[src/rtl/interpolate_2_if.sv]
// Shared sample-width constant and the sample-stream bundle of the 2x linear interpolator.
// The DUT uses the slave modport; the producer/consumer side uses master.
package interpolate_2_pkg;
   localparam int word_width = 14;
endpackage

interface interpolate_2_if;
   import interpolate_2_pkg::*;

   logic                         enable;
   logic signed [word_width-1:0] sample_in;
   logic                         sample_in_valid;
   logic                         sample_in_ready;
   logic signed [word_width-1:0] sample_out;
   logic                         sample_out_valid;
   logic                         overrun;
   logic                         overrun_clr;

   modport master (
      output enable, sample_in, sample_in_valid, overrun_clr,
      input  sample_in_ready, sample_out, sample_out_valid, overrun
   );

   modport slave (
      input  enable, sample_in, sample_in_valid, overrun_clr,
      output sample_in_ready, sample_out, sample_out_valid, overrun
   );
endinterface

[src/rtl/interpolate_2.sv]
// 2x linear-interpolating upsampler: each accepted input emits the midpoint with the previous
// input, optionally GAP idle cycles, then the input itself; enable=0 passes samples straight through.
module interpolate_2
   import interpolate_2_pkg::*;
#(
   parameter int GAP = 0
) (
   input  logic               clk,
   input  logic               rst,
   interpolate_2_if.slave     bus
);

   localparam int W        = word_width;
   localparam int CNT_W    = 4;
   localparam int CNT_INIT = (GAP > 0) ? GAP - 1 : 0;

   typedef enum logic [1:0] {IDLE, MID, WAIT, CUR} state_t;

   state_t                r_state;
   logic signed [W-1:0]   r_prev;
   logic signed [W-1:0]   r_cur;
   logic signed [W-1:0]   r_out;
   logic                  r_out_vld;
   logic                  r_overrun;
   logic [CNT_W-1:0]      r_cnt;

   logic                  w_ready;
   logic                  w_accept;
   logic signed [W-1:0]   w_mid;

   // Floor of the mean: one guard bit on the sum means the result can never overflow.
   function automatic logic signed [W-1:0] midpoint(input logic signed [W-1:0] a,
                                                    input logic signed [W-1:0] b);
      logic signed [W:0] sum;
      sum = {a[W-1], a} + {b[W-1], b};
      return sum[W:1];
   endfunction

   assign w_ready  = (r_state == IDLE) || (r_state == CUR);
   assign w_accept = bus.sample_in_valid && w_ready;
   assign w_mid    = midpoint(r_prev, bus.sample_in);

   assign bus.sample_in_ready  = w_ready;
   assign bus.sample_out       = r_out;
   assign bus.sample_out_valid = r_out_vld;
   assign bus.overrun          = r_overrun;

   always_ff @(posedge clk or negedge rst) begin
      if (!rst) begin
         r_state   <= IDLE;
         r_prev    <= '0;
         r_cur     <= '0;
         r_out     <= '0;
         r_out_vld <= 1'b0;
         r_overrun <= 1'b0;
         r_cnt     <= '0;
      end else begin
         // Set has priority over clear so a simultaneous drop is never lost.
         if (bus.sample_in_valid && !w_ready)
            r_overrun <= 1'b1;
         else if (bus.overrun_clr)
            r_overrun <= 1'b0;

         r_out_vld <= 1'b0;

         case (r_state)
            IDLE, CUR: begin
               if (w_accept) begin
                  r_out_vld <= 1'b1;
                  if (bus.enable) begin
                     r_out   <= w_mid;
                     r_cur   <= bus.sample_in;
                     r_state <= MID;
                  end else begin
                     r_out   <= bus.sample_in;
                     r_prev  <= bus.sample_in;
                     r_state <= CUR;
                  end
               end else begin
                  r_state <= IDLE;
               end
            end

            MID: begin
               if (GAP == 0) begin
                  r_out     <= r_cur;
                  r_out_vld <= 1'b1;
                  r_prev    <= r_cur;
                  r_state   <= CUR;
               end else begin
                  r_cnt   <= CNT_W'(CNT_INIT);
                  r_state <= WAIT;
               end
            end

            WAIT: begin
               if (r_cnt == '0) begin
                  r_out     <= r_cur;
                  r_out_vld <= 1'b1;
                  r_prev    <= r_cur;
                  r_state   <= CUR;
               end else begin
                  r_cnt <= r_cnt - 1'b1;
               end
            end

            default: r_state <= IDLE;
         endcase
      end
   end

endmodule

[src/flat_wrapper.sv]
// flat-port wrapper written by rule: the top's interface ports become plain ports
module interpolate_2_flat import interpolate_2_pkg::*;
#(
   parameter int GAP = 0
)
  (clk, rst, bus_enable, bus_sample_in, bus_sample_in_valid, bus_overrun_clr, bus_sample_in_ready, bus_sample_out, bus_sample_out_valid, bus_overrun);
  interpolate_2_if bus_i ();
  input  logic clk;
  input  logic rst;
  input wire logic [$bits(bus_i.enable)-1:0] bus_enable;
  input wire logic [$bits(bus_i.sample_in)-1:0] bus_sample_in;
  input wire logic [$bits(bus_i.sample_in_valid)-1:0] bus_sample_in_valid;
  input wire logic [$bits(bus_i.overrun_clr)-1:0] bus_overrun_clr;
  output wire logic [$bits(bus_i.sample_in_ready)-1:0] bus_sample_in_ready;
  output wire logic [$bits(bus_i.sample_out)-1:0] bus_sample_out;
  output wire logic [$bits(bus_i.sample_out_valid)-1:0] bus_sample_out_valid;
  output wire logic [$bits(bus_i.overrun)-1:0] bus_overrun;
  assign bus_i.enable = bus_enable;
  assign bus_i.sample_in = bus_sample_in;
  assign bus_i.sample_in_valid = bus_sample_in_valid;
  assign bus_i.overrun_clr = bus_overrun_clr;
  assign bus_sample_in_ready = bus_i.sample_in_ready;
  assign bus_sample_out = bus_i.sample_out;
  assign bus_sample_out_valid = bus_i.sample_out_valid;
  assign bus_overrun = bus_i.overrun;
  interpolate_2 #(.GAP(GAP)) u_core (.clk(clk), .rst(rst), .bus(bus_i));
endmodule
[config.mk]
export PLATFORM = sky130hd
export DESIGN_NAME = interpolate_2_flat
export DESIGN_NICKNAME = d
export VERILOG_FILES = /design/src/rtl/interpolate_2_if.sv /design/src/rtl/interpolate_2.sv /design/src/flat_wrapper.sv
export SDC_FILE = /design/constraint.sdc
export NUM_CORES = 1
export LEC_CHECK = 0
export CELL_PAD_IN_SITES_DETAIL_PLACEMENT = 0
export CELL_PAD_IN_SITES_GLOBAL_PLACEMENT = 1
export CORE_UTILIZATION = 25
export CTS_CLUSTER_SIZE = 30
export DETAILED_ROUTE_END_ITERATION = 7
export PLACE_DENSITY = 0.59
export SYNTH_ARGS = -nofsm -noshare
export SYNTH_HDL_FRONTEND = slang
export SYNTH_SLANG_ARGS = --single-unit
[constraint.sdc]
create_clock -name clk -period 2.25 [get_ports clk]
set_clock_uncertainty 0.1 [all_clocks]
set_input_delay 0.45 -clock clk [delete_from_list [all_inputs] [get_ports clk]]
set_output_delay 0.45 -clock clk [all_outputs]
set_load 0.005 [all_outputs]
Word level (Yosys, flattened, before mapping)
Cells that the tools add are included.
{"block": "classes", "n_reduce_logical": 12, "n_shift": 0, "n_div": 0, "addsub": 2, "n_mux": 16, "magnitude_cmp": 0, "bitwise": 1, "n_eq_ne": 6, "n_mul": 0}
{"cell": "$pmux W14 S3", "count": 2}
{"cell": "$mux W14", "count": 5}
{"cell": "$add A14 B14 Y15", "count": 1}
{"cell": "$mux W2", "count": 3}
{"cell": "$pmux W2 S3", "count": 1}
{"cell": "$reduce_and A3 Y1", "count": 2}
{"cell": "$eq A2 B2 Y1 const B", "count": 2}
{"cell": "$logic_not A4 Y1", "count": 1}
{"cell": "$mux W1", "count": 4}
{"cell": "$ne A2 B1 Y1 const B", "count": 2}
{"cell": "$reduce_and A2 Y1", "count": 2}
{"cell": "$sub A4 B1 Y4 const B", "count": 1}
{"cell": "$pmux W1 S3", "count": 1}
{"cell": "$eq A2 B1 Y1 const B", "count": 1}
{"cell": "$logic_and A1 B1 Y1", "count": 2}
{"cell": "$logic_not A2 Y1", "count": 1}
{"cell": "$ne A2 B2 Y1 const B", "count": 1}
{"cell": "$reduce_bool A2 Y1", "count": 1}
{"cell": "$reduce_or A2 Y1", "count": 1}
{"cell": "$logic_not A1 Y1", "count": 1}
{"cell": "$logic_or A1 B1 Y1", "count": 1}
{"cell": "$not A1 Y1", "count": 1}
{"block": "word_totals", "inputBits": 19, "wordCells": 44, "latchBits": 0, "ram_bits": 0, "rom_bits": 0, "mem_count": 0, "regBits": 50, "out_inout_bits": 17}

Depth between registers and ports, before layout
Gate-level depths: netlist of run 1.
{"block": "logic_depth", "depth_word": 5, "ltp_mapped": 9}

Worst setup path before layout of run 1
Ideal clock, no wire load.
{"block": "synth_timing", "path_kind": "in2reg", "start": "in bus_sample_in[2]", "end": "reg u_core.r_out[5] (netlist: u_core.bus.sample_out[5])", "arrival_time_ps": 1842, "setup_time_ps": 82, "setup_slack_ps": 226, "stages": 6, "cell_sequence": "ha_1 -> nor2b_4 -> o31a_1 -> o21a_1 -> or3b_1 -> a31oi_1"}
{"block": "synth_between", "elab_chain_len": 4}
{"element": "from (decl)", "line": "flat_wrapper.sv:11", "rtl": "input wire logic [$bits(bus_i.sample_in)-1:0] bus_sample_in;"}
{"element": "$add A14 B14 Y15", "line": "interpolate_2.sv:35", "rtl": "sum = {a[W-1], a} + {b[W-1], b};"}
{"element": "$mux W14", "line": "interpolate_2.sv:70", "rtl": "if (bus.enable) begin"}
{"element": "$mux W14", "line": "interpolate_2.sv:68", "rtl": "if (w_accept) begin"}
{"element": "$pmux W14 S3", "line": "interpolate_2.sv:66", "rtl": "case (r_state)"}
{"element": "to (signal assigned)", "line": "interpolate_2.sv:71", "rtl": "r_out <= w_mid;"}
{"element": "to (signal assigned)", "line": "interpolate_2.sv:75", "rtl": "r_out <= bus.sample_in;"}
{"element": "to (signal assigned)", "line": "interpolate_2.sv:86", "rtl": "r_out <= r_cur;"}
{"element": "to (decl)", "line": "interpolate_2.sv:22", "rtl": "logic signed [W-1:0] r_out;"}
No other way between the ends. The select of a mux whose other input is x is not followed.
A chain may end at the register's enable or synchronous reset.

Final worst setup path of run 1
{"block": "layout_timing", "start": "reg u_core.r_state[1]", "end": "out bus_sample_in_ready"}
{"block": "layout_between", "elab_chain_len": 2}
{"element": "from (decl)", "line": "interpolate_2.sv:19", "rtl": "state_t r_state;"}
{"element": "from (signal assigned)", "line": "interpolate_2.sv:50", "rtl": "r_state <= IDLE;"}
{"element": "from (signal assigned)", "line": "interpolate_2.sv:73", "rtl": "r_state <= MID;"}
{"element": "from (signal assigned)", "line": "interpolate_2.sv:77", "rtl": "r_state <= CUR;"}
{"element": "$eq A2 B2 Y1 / $logic_not A2 Y1 (equally long branches)", "line": "interpolate_2.sv:39", "rtl": "assign w_ready = (r_state == IDLE) || (r_state == CUR);"}
{"element": "$logic_or A1 B1 Y1 (*)", "line": "interpolate_2.sv:39"}
{"element": "to (decl)", "line": "flat_wrapper.sv:14", "rtl": "output wire logic [$bits(bus_i.sample_in_ready)-1:0] bus_sample_in_ready;"}
Every way passes the cells marked *; elsewhere a longest branch is shown, timed or not.

==> impl_metrics.env, run 1 <==
export IMPL_startpoint_type="register"
export IMPL_peakVddDrop_uv=451.3
export IMPL_place_congestion=0.8361
export IMPL_synth_warnings=0
export IMPL_setup_viol_count_final=0
export IMPL_clock_sinks=50
export IMPL_cts_hold_buffers=0
export IMPL_maxCapViolations=0
export IMPL_critPathMaxFanout=8
export IMPL_drive_above_1_share_pct=26.15
export IMPL_worst_setup_path_end_kind="primary output"
export IMPL_grt_max_degree=51
export IMPL_grt_pass1_vias=3053
export IMPL_area_growth_pct=44.48
export IMPL_row_count=40
export IMPL_fp_dieArea_um2=12970
export IMPL_leakagePower_nw=1.935
export IMPL_synth_ff_type="dfrtp_1"
export IMPL_antenna_cells=0
export IMPL_gr_total_overflow=0
export IMPL_busiest_layer="met2"
export IMPL_syn_avg_cell_area_um2=8.996
export IMPL_clock_fmax_ghz=0.4564
export IMPL_grt_pass1_wl_um=16020
export IMPL_tightestPinTransition_ns=0.4231
export IMPL_dieHeight_um=113.9
export IMPL_hold_ws_ns=0.01700
export IMPL_met3_usage_pct=2.497
export IMPL_cts_tree="built"
export IMPL_synth_enable_flop_cells=0
export IMPL_routed_via_density=5.040
export IMPL_multi_input_area_um2=1922
export IMPL_grt_use_met2_pct=26.87
export IMPL_routed_wl_um=9760
export IMPL_hold_viol_final=0
export IMPL_wire_per_inst_um=16.16
export IMPL_synth_area_um2=3131
export IMPL_grt_usage_pct=15.95
export IMPL_p_per_area_nw_per_um2=1576
export IMPL_io_buffers=35
export IMPL_drv_slew=0
export IMPL_timing_final_ws_setup_ns=0.05880
export IMPL_final_util_pct=37.35
export IMPL_ys_ff_latch=50
export IMPL_worstPathArrival_ns=1.64
export IMPL_core_area_um2=12110
export IMPL_status="completed"
export IMPL_numCtsBuffers=5
export IMPL_min_period_ns=2.191
export IMPL_period_share_pct=97.39
export IMPL_drc=0
export IMPL_synthCells=348
export IMPL_postRouteAntennaNets=0
export IMPL_ff_latch_area_um2=1251
export IMPL_clk_latency_ns=0.30
export IMPL_start_util_pct=25.85
export IMPL_path_clk_slew_ns=0.07
export IMPL_die_w_um=113.9
export IMPL_grt_met1_usage_pct=21.17
export IMPL_fillers=1272
export IMPL_yosysSeqAreaShare_pct=39.97
export IMPL_relSlewSlack_pct=71.71
export IMPL_cts_root_buf="clkbuf_16"
export IMPL_vias=3044
export IMPL_final_cell_mix="buf_4, dfrtp_1, a21oi_1, o21ai_0, clkdlybuf4s50_1"
export IMPL_final_common_cell="buf_4"
export IMPL_synth_nets=384
export IMPL_async_flop_share_pct=100.0
export IMPL_hpwl_um=7205
export IMPL_nets=471
export IMPL_required_ns=1.70
export IMPL_post_place_ws_ns=-0.5621
export IMPL_drt_pass1_iterations=4
export IMPL_antenna_found_initial=0
export IMPL_hold_path_class="in -> async"
export IMPL_critPathKind="reg -> out"
export IMPL_cts_buffer_depth=2
export IMPL_boundaryPins=36
export IMPL_synth_cell_types=54
export IMPL_htreeDepth=2
export IMPL_drtIter0Drc=169
==> worst paths after layout <==
| kind | startpoint | slack, ns | cells after the start | end |
|---|---|---|---|---|
| min reg2reg | u_core.bus.sample_out[0] | 0.38 | 2 | u_core.bus.sample_out[0] |
| max in group asynchronous | rst | 1.74 | 2 | u_core.r_cur[9] |
| min in group clk | u_core.bus.sample_out[0] | 0.38 | 2 | u_core.bus.sample_out[0] |
| max reg2reg | u_core.r_cnt[0] | 0.16 | 8 | u_core.bus.sample_out[8] |
| min | rst | 0.02 | 2 | u_core.r_cur[12] |
| max | u_core.r_state[1] | 0.06 | 3 | bus_sample_in_ready |
==> timing repair <==
item                                    in CTS  in global routing
endpoints found under the hold margin        0                  0
gates resized for setup                     18                 17
pin swaps                                    5                  6
setup buffers                                1                  1
endpoints found under the setup margin       8                  9
==> state kept, by name, summed over array words and instances (netlist names) <==
signal and count:
u_core.r_prev 14, u_core.bus.sample_out_valid 1, u_core.r_cur 14, u_core.r_cnt 4, u_core.bus.overrun 1, u_core.bus.sample_out 14
u_core.r_state 2
==> cell type report <==
cell class / instances / share of cell area, %
sequential: 50 / 27.66
inverter: 14 / 1.162
clock inverter: 2 / 1.328
tap: 168 / 4.647
multi-input combinational: 265 / 42.49
timing repair buffer: 99 / 19.64
clock buffer: 6 / 3.071
==> per-stage QoR <==
| stage | std cells | cell area [µm²] | setup TNS, ns | total power [mW] |
|---|---|---|---|---|
| after global routing | 604 | 4523 | -0.0008356 | 7.688 |
| final | 604 | 4523 | 0 | 7.127 |
| after detailed placement | 594 | 4121 | -3.855 | 5.786 |
| after CTS | 603 | 4392 | -0.02489 | 6.957 |
| after global placement | 594 | 4121 | -3.685 | 5.740 |
| after floorplan | 348 | 3131 | 0 | 3.937 |
==> Yosys cell counts, types with 2 or more instances <==
library cell	count	area, µm²
dfrtp_1	50	1251
a21oi_1	48	240.2
o21ai_0	32	160.2
nand2_1	24	90.09
o22ai_1	19	118.9
ha_1	16	200.2
nor2_1	16	60.06
inv_1	14	52.55
mux2_2	12	135.1
or3_1	10	62.56
clkbuf_1	9	33.78
buf_2	7	35.03
nor3_1	7	35.03
a21o_1	6	45.04
nand4_1	6	37.54
nand2b_1	5	31.28
xor2_1	5	43.79
a211oi_1	4	30.03
a31oi_1	4	25.02
nand3_1	4	20.02
and3_1	3	18.77
nor2b_1	3	18.77
o211ai_1	3	22.52
o21a_1	3	22.52
o21bai_1	3	22.52
a22oi_1	2	15.01
buf_1	2	7.510
nor3b_1	2	15.01
nor4_1	2	12.51
nor4b_1	2	17.52
o2111ai_1	2	17.52
==> critical path, cell delays in order (launching register included) <==
cell,delay [ns]
dfrtp_1,0.43
ha_4,0.30
buf_6,0.12
clkdlybuf4s50_1,0.50
==> power breakdown <==
part           leakage (nW)  total (mW)  internal [mW]  switching, mW
Clock                0.0971        1.02          0.668          0.352
Combinational          1.24        4.39           2.25           2.15
Sequential            0.594        1.71           1.35          0.363
Total                  1.94        7.13           4.27           2.86
==> cells by family (layout without fill, tap and decap cells) <==
family	count (synthesis)	count (layout)	synth area share [%]
fa+ha+maj	17	17	7.034
mux	12	12	4.317
buf+inv	33	121	4.356
flops	50	50	39.97
simple gates	93	93	16.35
compound gates	137	137	26.30
xor+xnor	6	6	1.679
==> layer usage <==
layer | up-vias | part of all wire, %
li1 | 1470 | -
met1 | 1490 | 46
met2 | 77 | 48
met3 | 7 | 4.8
met4 | 0 | 1.1
met5 | - | 0
No activity file was read; power rests on OpenSTA's default activity.
==> run 2, diff against run 1 <==
- CAP_MARGIN: unset -> 20
==> results of run 2 <==
The final DEF is identical to that of run 1; final timing and power are the same.
